File: config.mk
export PLATFORM = sky130hd
export DESIGN_NAME = fxp8s_pe_ctrl_flat
export DESIGN_NICKNAME = d
export VERILOG_FILES = /design/src/rtl/fxp8s_pe_ctrl_if.sv /design/src/rtl/fxp8s_pe_ctrl.sv /design/src/flat_wrapper.sv
export SDC_FILE = /design/constraint.sdc
export NUM_CORES = 1
export LEC_CHECK = 0
export ABC_AREA = 1
export BUFFER_PORTS_ARGS = -buffer_cell sky130_fd_sc_hd__buf_2
export CELL_PAD_IN_SITES_DETAIL_PLACEMENT = 0
export CELL_PAD_IN_SITES_GLOBAL_PLACEMENT = 1
export CORE_MARGIN = 1.5
export CORE_UTILIZATION = 33
export CTS_CLUSTER_DIAMETER = 100
export DETAILED_ROUTE_END_ITERATION = 10
export PLACE_DENSITY = 0.86
export SYNTH_ARGS = -nofsm -noshare
export SYNTH_HDL_FRONTEND = slang
export SYNTH_SLANG_ARGS = --single-unit
File: constraint.sdc
create_clock -name clk -period 1.7 [get_ports clk]
set_input_delay 0.085 -clock clk [delete_from_list [all_inputs] [get_ports clk]]
set_output_delay 0.085 -clock clk [all_outputs]
set_load 0.005 [all_outputs]
File: src/rtl/fxp8s_pe_ctrl_if.sv
// Bundle of the control, operand-stream, result-stream and PE-row signals
// of the fxp8s PE sequencer.
//   master : the sequencer side (drives busy/done/s_ready/res_*/pe_* outputs)
//   slave  : the environment side (job source, operand source, result sink, PE row)
// Ports:
//   start, cfg_len        job request and column count K
//   busy, done            job status
//   s_valid/s_ready/s_data        operand stream (fxp8s, 2's complement)
//   res_valid/res_ready/res_data  result stream (one word per PE, PE 0 first)
//   pe_rstn, pe_in_row, pe_en_in, pe_in_data  PE row input side
//   pe_en_out, pe_out_data                    shared PE result bus
interface fxp8s_pe_ctrl_if #(
  parameter int N     = 4,
  parameter int LEN_W = 8
);
  logic                    start;
  logic [LEN_W-1:0]        cfg_len;
  logic                    busy;
  logic                    done;
  logic                    s_valid;
  logic                    s_ready;
  logic signed [7:0]       s_data;
  logic                    res_valid;
  logic                    res_ready;
  logic signed [7:0]       res_data;
  logic                    pe_rstn;
  logic                    pe_in_row;
  logic [N-1:0]            pe_en_in;
  logic signed [7:0]       pe_in_data;
  logic [N-1:0]            pe_en_out;
  logic signed [7:0]       pe_out_data;

  modport master (
    input  start, cfg_len, s_valid, s_data, res_ready, pe_out_data,
    output busy, done, s_ready, res_valid, res_data,
           pe_rstn, pe_in_row, pe_en_in, pe_in_data, pe_en_out
  );

  modport slave (
    output start, cfg_len, s_valid, s_data, res_ready, pe_out_data,
    input  busy, done, s_ready, res_valid, res_data,
           pe_rstn, pe_in_row, pe_en_in, pe_in_data, pe_en_out
  );
endinterface

File: src/rtl/fxp8s_pe_ctrl.sv
// Sequencer for a row of N fxp8s processing elements sharing one result bus.
// A job clears the PEs, loads DEPTH operand words into each PE (PE 0 first),
// broadcasts K column operands, waits out the PE pipeline and then reads each
// PE accumulator over the shared bus onto the result stream.
// Ports:
//   clk   rising-edge clock
//   rstn  synchronous active-low reset
//   bus   fxp8s_pe_ctrl_if.master (job control, operand stream, result
//         stream, PE row control and shared PE result bus)
module fxp8s_pe_ctrl #(
  parameter int N       = 4,
  parameter int DEPTH   = 3,
  parameter int MUL_LAT = 1,
  parameter int LEN_W   = 8
) (
  input  logic                   clk,
  input  logic                   rstn,
  fxp8s_pe_ctrl_if.master        bus
);
  localparam int PE_W = (N > 1) ? $clog2(N) : 1;
  localparam int WC_W = (DEPTH > 1) ? $clog2(DEPTH) : 1;
  localparam int DRN  = MUL_LAT + 2;  // input register + multiplier + accumulator
  localparam int DR_W = $clog2(DRN + 1);

  typedef enum logic [2:0] {
    S_IDLE, S_CLR, S_LOAD, S_STREAM, S_DRAIN, S_RD_DRV, S_RD_WAIT, S_DONE
  } state_t;

  state_t             r_state;
  state_t             w_state_nxt;
  logic [PE_W-1:0]    r_pe_idx;
  logic [PE_W-1:0]    r_rd_idx;
  logic [PE_W-1:0]    w_rd_nxt;
  logic [WC_W-1:0]    r_word_cnt;
  logic [LEN_W-1:0]   r_k;
  logic [LEN_W-1:0]   r_col_cnt;
  logic [DR_W-1:0]    r_drn_cnt;
  logic               r_busy;
  logic               r_done;
  logic               r_s_ready;
  logic               r_in_row;
  logic               r_res_valid;
  logic signed [7:0]  r_res_data;
  logic [N-1:0]       r_en_out;
  logic               w_hs;
  logic               w_last_row;
  logic [N-1:0]       w_row_sel;

  assign w_hs       = bus.s_valid & r_s_ready;
  assign w_last_row = (r_pe_idx == PE_W'(N - 1)) && (r_word_cnt == WC_W'(DEPTH - 1));
  assign w_row_sel  = N'(1) << r_pe_idx;

  // PE input side follows the handshake combinationally, so each accepted
  // word produces exactly one enable pulse and a gap produces none.
  assign bus.pe_rstn    = rstn & (r_state != S_CLR);
  assign bus.pe_in_row  = r_in_row;
  assign bus.pe_en_in   = !w_hs ? '0 : ((r_state == S_LOAD) ? w_row_sel : '1);
  assign bus.pe_in_data = w_hs ? bus.s_data : '0;
  assign bus.pe_en_out  = r_en_out;
  assign bus.busy       = r_busy;
  assign bus.done       = r_done;
  assign bus.s_ready    = r_s_ready;
  assign bus.res_valid  = r_res_valid;
  assign bus.res_data   = r_res_data;

  always_ff @(posedge clk) begin
    if (!rstn) r_state <= S_IDLE;
    else       r_state <= w_state_nxt;
  end

  always_comb begin
    w_state_nxt = r_state;
    w_rd_nxt    = r_rd_idx;
    case (r_state)
      S_IDLE:   if (bus.start) w_state_nxt = S_CLR;
      S_CLR:    w_state_nxt = S_LOAD;
      S_LOAD:   if (w_hs && w_last_row) w_state_nxt = (r_k != '0) ? S_STREAM : S_DRAIN;
      S_STREAM: if (w_hs && (r_col_cnt == r_k - LEN_W'(1))) w_state_nxt = S_DRAIN;
      S_DRAIN: begin
        if (r_drn_cnt == DR_W'(DRN - 1)) begin
          w_state_nxt = S_RD_DRV;
          w_rd_nxt    = '0;
        end
      end
      S_RD_DRV: w_state_nxt = S_RD_WAIT;
      // res_valid is always high in RD_WAIT, so res_ready alone is the handshake.
      S_RD_WAIT: begin
        if (bus.res_ready) begin
          if (r_rd_idx == PE_W'(N - 1)) begin
            w_state_nxt = S_DONE;
          end else begin
            w_state_nxt = S_RD_DRV;
            w_rd_nxt    = r_rd_idx + PE_W'(1);
          end
        end
      end
      S_DONE:   w_state_nxt = S_IDLE;
      default:  w_state_nxt = S_IDLE;
    endcase
  end

  // Status outputs are registered from the next state so they line up with
  // the state they describe.
  always_ff @(posedge clk) begin
    if (!rstn) begin
      r_busy      <= 1'b0;
      r_done      <= 1'b0;
      r_s_ready   <= 1'b0;
      r_in_row    <= 1'b0;
      r_res_valid <= 1'b0;
      r_res_data  <= '0;
      r_en_out    <= '0;
      r_rd_idx    <= '0;
      r_pe_idx    <= '0;
      r_word_cnt  <= '0;
      r_k         <= '0;
      r_col_cnt   <= '0;
      r_drn_cnt   <= '0;
    end else begin
      r_busy    <= (w_state_nxt != S_IDLE);
      r_done    <= (w_state_nxt == S_DONE);
      r_s_ready <= (w_state_nxt == S_LOAD) || (w_state_nxt == S_STREAM);
      r_in_row  <= (w_state_nxt == S_LOAD);
      r_rd_idx  <= w_rd_nxt;
      r_en_out  <= (w_state_nxt == S_RD_DRV) ? (N'(1) << w_rd_nxt) : '0;

      if ((r_state == S_IDLE) && bus.start) r_k <= bus.cfg_len;

      if (r_state == S_CLR) begin
        r_pe_idx   <= '0;
        r_word_cnt <= '0;
        r_col_cnt  <= '0;
        r_drn_cnt  <= '0;
      end

      if ((r_state == S_LOAD) && w_hs) begin
        if (r_word_cnt == WC_W'(DEPTH - 1)) begin
          r_word_cnt <= '0;
          r_pe_idx   <= r_pe_idx + PE_W'(1);
        end else begin
          r_word_cnt <= r_word_cnt + WC_W'(1);
        end
      end

      if ((r_state == S_STREAM) && w_hs) r_col_cnt <= r_col_cnt + LEN_W'(1);
      if (r_state == S_DRAIN)            r_drn_cnt <= r_drn_cnt + DR_W'(1);

      // The selected PE drives the bus during RD_DRV; capture it at the end
      // of that cycle and hold until the consumer takes it.
      if (r_state == S_RD_DRV) begin
        r_res_data  <= bus.pe_out_data;
        r_res_valid <= 1'b1;
      end else if ((r_state == S_RD_WAIT) && bus.res_ready) begin
        r_res_valid <= 1'b0;
      end
    end
  end
endmodule

File: src/flat_wrapper.sv
// flat-port wrapper written by rule: the top's interface ports become plain ports
module fxp8s_pe_ctrl_flat 
#(
  parameter int N       = 4,
  parameter int DEPTH   = 3,
  parameter int MUL_LAT = 1,
  parameter int LEN_W   = 8
)
  (clk, rstn, bus_start, bus_cfg_len, bus_s_valid, bus_s_data, bus_res_ready, bus_pe_out_data, bus_busy, bus_done, bus_s_ready, bus_res_valid, bus_res_data, bus_pe_rstn, bus_pe_in_row, bus_pe_en_in, bus_pe_in_data, bus_pe_en_out);
  fxp8s_pe_ctrl_if #(.N(N), .LEN_W(LEN_W)) bus_i ();
  input  logic clk;
  input  logic rstn;
  input wire logic [$bits(bus_i.start)-1:0] bus_start;
  input wire logic [$bits(bus_i.cfg_len)-1:0] bus_cfg_len;
  input wire logic [$bits(bus_i.s_valid)-1:0] bus_s_valid;
  input wire logic [$bits(bus_i.s_data)-1:0] bus_s_data;
  input wire logic [$bits(bus_i.res_ready)-1:0] bus_res_ready;
  input wire logic [$bits(bus_i.pe_out_data)-1:0] bus_pe_out_data;
  output wire logic [$bits(bus_i.busy)-1:0] bus_busy;
  output wire logic [$bits(bus_i.done)-1:0] bus_done;
  output wire logic [$bits(bus_i.s_ready)-1:0] bus_s_ready;
  output wire logic [$bits(bus_i.res_valid)-1:0] bus_res_valid;
  output wire logic [$bits(bus_i.res_data)-1:0] bus_res_data;
  output wire logic [$bits(bus_i.pe_rstn)-1:0] bus_pe_rstn;
  output wire logic [$bits(bus_i.pe_in_row)-1:0] bus_pe_in_row;
  output wire logic [$bits(bus_i.pe_en_in)-1:0] bus_pe_en_in;
  output wire logic [$bits(bus_i.pe_in_data)-1:0] bus_pe_in_data;
  output wire logic [$bits(bus_i.pe_en_out)-1:0] bus_pe_en_out;
  assign bus_i.start = bus_start;
  assign bus_i.cfg_len = bus_cfg_len;
  assign bus_i.s_valid = bus_s_valid;
  assign bus_i.s_data = bus_s_data;
  assign bus_i.res_ready = bus_res_ready;
  assign bus_i.pe_out_data = bus_pe_out_data;
  assign bus_busy = bus_i.busy;
  assign bus_done = bus_i.done;
  assign bus_s_ready = bus_i.s_ready;
  assign bus_res_valid = bus_i.res_valid;
  assign bus_res_data = bus_i.res_data;
  assign bus_pe_rstn = bus_i.pe_rstn;
  assign bus_pe_in_row = bus_i.pe_in_row;
  assign bus_pe_en_in = bus_i.pe_en_in;
  assign bus_pe_in_data = bus_i.pe_in_data;
  assign bus_pe_en_out = bus_i.pe_en_out;
  fxp8s_pe_ctrl #(.N(N), .DEPTH(DEPTH), .MUL_LAT(MUL_LAT), .LEN_W(LEN_W)) u_core (.clk(clk), .rstn(rstn), .bus(bus_i));
endmodule
---- After elaboration in Yosys (flattened, before gate mapping) ----
Cells that the tools add are included.
operators by class
  order comparisons ....................... 0
  shift operators ......................... 2
  bitwise gates (word level) .............. 2
  multiply operators ...................... 0
  eq/ne operators ......................... 17
  div/mod/pow operators ................... 0
  mux-type cells .......................... 26
  add/subtract/negate cells ............... 6
  reductions and logical operators ........ 16
operators with widths
  kind                   number
  $mux W8                3
  $pmux W3 S8            1
  $mux W2                11
  $eq A3 B3 Y1 const B   6
  $mux W3                6
  $eq A3 B2 Y1 const B   4
  $add A2 B1 Y2 const B  4
  $add A8 B1 Y8 const B  1
  $eq A2 B2 Y1 const B   4
  $eq A8 B8 Y1           1
  $mux W4                2
  $reduce_bool A2 Y1     4
  $reduce_bool A8 Y1     1
  $shl A1 B2 Y4 const A  2
  $sub A8 B1 Y8 const B  1
  $logic_and A1 B1 Y1    7
  $pmux W2 S2            1
  $eq A3 B1 Y1 const B   1
  $logic_not A3 Y1       1
  $ne A3 B1 Y1 const B   1
  $reduce_bool A3 Y1     1
  $and A1 B1 Y1          2
  $mux W1                2
  $reduce_and A2 Y1      1
  $logic_or A1 B1 Y1     1
storage, ports and cells
  memories ................................ 0
  word-level logic and storage cells ...... 83
  ROM bits ................................ 0
  flip-flop bits (word level) ............. 44
  output and inout bits ................... 30
  bits in latches ......................... 0
  memory bits (writable) .................. 0

---- Logic depth before layout (Yosys ltp) ----
  word-level depth ........................ 7
  depth in mapped cells ................... 14
  gate-level depth less buffers ........... 14

---- Least setup slack after synthesis ----
OpenSTA, ideal clock, no wires.
  kind .................................... register to register
  start ................................... reg u_core.r_k[0]
  end ..................................... reg u_core.r_busy, in the netlist u_core.bus.busy
  library setup time ...................... 0.128 ns
  stages on the path, launching flop included .. 15
  data required time ...................... 1.572 ns
  data arrival time ....................... 1.585 ns
  path slack .............................. -0.013 ns
  clock period less this slack ............ 1.713 ns
  cell sequence ........................... dfxtp_1 inv_2 ha_1 inv_2 nand2_1 nand2_1 nand2_1 nand2_1 nand2_1 nor2_2 nand4_1 nand2_2 nand2_1 nor3_2 nor2_1
on the way
  longest elaborated chain between the ends .. 6
  elaborated cells on any way between the ends .. 9
  those cells by class .................... 1 x add/sub; 1 x eq/ne; 4 x mux; 3 x reduce/logical
RTL lines
  item                    RTL line              source
  from (decl)             fxp8s_pe_ctrl.sv:35   logic [LEN_W-1:0] r_k;
  from (signal assigned)  fxp8s_pe_ctrl.sv:127  if ((r_state == S_IDLE) && bus.start) r_k <= bus.cfg_len;
  $sub A8 B1 Y8           fxp8s_pe_ctrl.sv:78   S_STREAM: if (w_hs && (r_col_cnt == r_k - LEN_W'(1))) w_state_nxt = S_DRAIN;
  $eq A8 B8 Y1            fxp8s_pe_ctrl.sv:78
  $logic_and A1 B1 Y1     fxp8s_pe_ctrl.sv:78
  $mux W3                 fxp8s_pe_ctrl.sv:78
  $pmux W3 S8 (*)         fxp8s_pe_ctrl.sv:74   case (r_state)
  $reduce_bool A3 Y1 (*)  fxp8s_pe_ctrl.sv:120  r_busy <= (w_state_nxt != S_IDLE);
  to (signal assigned)    fxp8s_pe_ctrl.sv:120
  to (decl)               fxp8s_pe_ctrl.sv:38   logic r_busy;
Mark *: on every way between the ends. The rest lies on a longest branch, timed or not.
A chain may end at the register's enable or synchronous reset.

---- Worst setup path in the final report ----
  start ................................... reg u_core.r_k[1]
  end ..................................... reg u_core.r_in_row, in the netlist u_core.bus.pe_in_row
on the way
  longest elaborated chain between the ends .. 6
  elaborated cells on any way between the ends .. 9
  those cells by class .................... 1 x add/sub; 2 x eq/ne; 4 x mux; 2 x reduce/logical
RTL lines
  item                  RTL line              source
  $sub A8 B1 Y8         fxp8s_pe_ctrl.sv:78
  $eq A8 B8 Y1          fxp8s_pe_ctrl.sv:78
  $logic_and A1 B1 Y1   fxp8s_pe_ctrl.sv:78
  $mux W3               fxp8s_pe_ctrl.sv:78
  $pmux W3 S8 (*)       fxp8s_pe_ctrl.sv:74
  $eq A3 B2 Y1 (*)      fxp8s_pe_ctrl.sv:123  r_in_row <= (w_state_nxt == S_LOAD);
  to (signal assigned)  fxp8s_pe_ctrl.sv:123
  to (decl)             fxp8s_pe_ctrl.sv:41   logic r_in_row;
Marks and branches as above.

==> qor.txt <==
Gr busiest metal = met2
Antenna violations before repair = 0
Hold_buf cts = 0
Power Density = 753 mW/mm^2
Leak = 1.40 nW
Status = finished, violations left
Cells on worst reg2reg path = 13
Crit end category = flop
Number of synthesized register bits = 44
Clk_lat worst skew = 0.31 ns
Hold Crit Depth = 3
Drt total wl = 5.44 mm
Worst path arrival time = 2.04 ns
Syn Nets = 376
Nets = 453
Critical Path Fanout Max = 6
Die area = 0.00761 mm^2
Syn_area_per_cell = 6.91 um^2
Fin. Hold Viols = 0
Highest achievable clock rate = 556 MHz
Final cell count without fillers = 513
Clock Pin Slew Worst Setup and Hold Paths = 0.09 ns
Clock sinks = 44
WP data required = 1.94 ns
Number of global-route vias before repair = 2141
Hold Crit Start = bus_pe_out_data[0]
Root Buffer = clkbuf_8
Initial DRC count = 63
Reg-to-Reg End = u_core.bus.pe_in_row$_SDFF_PN0_
CP Buf/Inv Count = 3
Max Transition Viols Final = 0
Post-synthesis to final-layout area growth = 27.8%
R2R Setup Slk = -0.1 ns
Cell Area, Placed = 0.00285 mm^2
Most frequent cells in the layout = nand2_1, buf_2, nor2_1
Hold crit path type = primary input to flop
Crit-path leading delay family = simple AND/OR/NAND/NOR gates
Post-synthesis cell area = 0.00234 mm^2
GRT Total Usage = 15.4%
Commonest non-fill, non-tap cell in the layout = nand2_1
CTS Buffer Depth = 2
Die X = 87.2 um
CP startpoint kind = flop
Synth unique cells = 34
Multi-input logic area = 0.00126 mm^2
Register area = 883 um^2
Post-route setup slack = -0.0971 ns
YS warnings = 0
Boundary pin count = 59
Core area = 0.00683 mm^2
CTS tree = built
Avg Vias per Cell = 4.49
Total CTS buffers = 5
Seq/Total Area, Yosys = 37.6%
Share of layout cells above drive strength 1 = 30.5%
Rows = 30
Hold Crit Endpoint = u_core.bus.res_data[0]$_SDFFE_PN0P_
Routed wire per std cell = 10.6 um
TritonRoute pass-1 iters = 4
Grt ovf = 0
Synthesized instance count = 339
Cells after DPL = 503
Slew margin rel. = 80.1%
Tcrit/Tclk final = 106%
Drt drc = 0
Via count = 2301
M1 GR Usage = 18.6%
Failing checks = setup timing
WS Path Type = flop to flop
Post-layout min period = 1.80 ns
Peak supply drop = 0.000353 V
Core Util, Final = 43.8%
Crit-path cells = inv_2 -> ha_4 -> inv_2 -> nand2_1 -> nand2_1 -> nor2_1 -> nand3_1 -> nor2_2 -> nand4_1 -> nand2_2 -> nand3b_4 -> buf_4 -> nor3_2
Ant diodes = 0
Pre-CTS WS = -0.137 ns
Slew @ Worst Pin = 0.298 ns
# setup viols final = 6
DP HPWL = 4.16 mm
Delay of the slowest critical-path stage = 0.34 ns
Critical path's slowest cell = dfxtp_2
Initial Utilization = 34.3%
H-tree levels = 2
M3 GR Usage = 3.41%
Die Height = 87.2 um
M2 GR Usage = 26.4%
RSZ-0062 raised after global routing = true
First-pass GRT wire length = 9.15 mm
Final Cell Area = 0.00299 mm^2
Critical R2R Launch = u_core.r_k[1]$_SDFFE_PN0P_
Worst Skew = 0.0111 ns
Routability cong. = 0.839
Fillers = 733
Port Buffer Count = 58
Hold Slack = 0.0334 ns
Max-Cap Viols = 0
ANT nets after route = 0
Largest net degree at the start of global routing = 17
where the power goes:
part           total [mW]  switching [mW]  internal, mW  leakage [nW]
combinational       0.461           0.268         0.193          1.00
sequential           1.10          0.0315          1.06         0.358
clock               0.697           0.367         0.330        0.0445
worst max-delay path by stage:
stage	startpoint	end	slack [ns]	cells after the start
CTS	u_core.r_k[0]$_SDFFE_PN0P_	u_core.bus.busy$_SDFF_PN0_	-0.12	13
detailed placement	u_core.r_k[0]$_SDFFE_PN0P_	u_core.bus.busy$_SDFF_PN0_	-0.14	13
global placement	u_core.r_k[0]$_SDFFE_PN0P_	u_core.bus.busy$_SDFF_PN0_	-0.07	13
finish	u_core.r_k[1]$_SDFFE_PN0P_	u_core.bus.pe_in_row$_SDFF_PN0_	-0.1	13
floorplan	u_core.r_k[0]$_SDFFE_PN0P_	u_core.bus.busy$_SDFF_PN0_	-0.002	14
global route	u_core.r_k[1]$_SDFFE_PN0P_	u_core.bus.busy$_SDFF_PN0_	-0.28	13
per-stage QoR:
| step | setup TNS [ns] | power (mW) |
|---|---|---|
| global route | -2.12 | 2.39 |
| detailed placement | -1.07 | 1.55 |
| floorplan | -0.00160 | 1.39 |
| CTS | -0.883 | 2.26 |
| global placement | -0.469 | 1.55 |
| finish | -0.498 | 2.25 |
state kept, by name, summed over array words and instances (netlist names):
| name | count |
|---|---|
| u_core.bus.s_ready | 1 |
| u_core.r_col_cnt | 8 |
| u_core.r_word_cnt | 2 |
| u_core.r_drn_cnt | 2 |
| u_core.bus.pe_en_out | 4 |
| u_core.bus.busy | 1 |
| u_core.r_k | 8 |
| u_core.bus.done | 1 |
| u_core.r_pe_idx | 2 |
| u_core.r_state | 3 |
| u_core.r_rd_idx | 2 |
| u_core.bus.pe_in_row | 1 |
| u_core.bus.res_valid | 1 |
| u_core.bus.res_data | 8 |
cell usage after synthesis (all sizes together):
| master | n | share of area, % |
|---|---|---|
| nand2 | 72 | 12 |
| nor2 | 55 | 9.8 |
| inv | 52 | 8.3 |
| dfxtp | 44 | 38 |
| a21oi | 32 | 7.5 |
| nand3 | 21 | 4.5 |
| o21ai | 17 | 3.6 |
| nor3 | 9 | 3.0 |
| ha | 8 | 4.3 |
| a211oi | 5 | 1.6 |
| nand4 | 5 | 1.6 |
| buf | 3 | 0.59 |
| clkbuf | 3 | 0.48 |
| xnor2 | 3 | 1.1 |
| xor2 | 3 | 1.4 |
| clkinv | 2 | 0.37 |
| or2 | 2 | 0.53 |
| a221oi | 1 | 0.37 |
| and2 | 1 | 0.27 |
| nand3b | 1 | 0.86 |
final cells by class:
type	instances	area share [%]
well taps	96	4.02
flip-flops and latches	44	29.5
multi-input cells	235	42.3
clock buffers	7	2.89
inverters	54	6.82
repair buffers	76	14.2
clock inverters	1	0.251
repair_timing:
| item | CTS | global route |
|---|---|---|
| gates resized for setup | 5 | 9 |
| pin swaps | 3 | 6 |
| buffers inserted | 0 | 2 |
| gates cloned | 0 | 0 |
| setup endpoints to repair | 10 | 11 |
layer usage:
layer	vias to the layer above	wire [um]	part of all wire (%)
met2	54	2430	45
met5	-	0	0
met1	1015	2600	48
met4	0	104	1.9
met3	9	301	5.5
li1	1223	-	-
logic make-up (layout without fill, tap and decap cells):
logic type               count (synthesis)  count (layout)  share of synthesized area [%]
AO/OA/AOI/OAI                           55              55                           13.1
XOR/XNOR                                 6               6                           2.57
adder cells (fa/ha/maj)                  8               8                           4.28
buffers and inverters                   60             138                           9.78
flip-flops                              44              44                           37.6
AND/OR/NAND/NOR                        166             166                           32.7
tightest hold or removal path, stage by stage:
cell and delay, ns:
buf_2 0.09, nand3_1 0.06, a21oi_1 0.06
(Power assumes the default switching activity.)
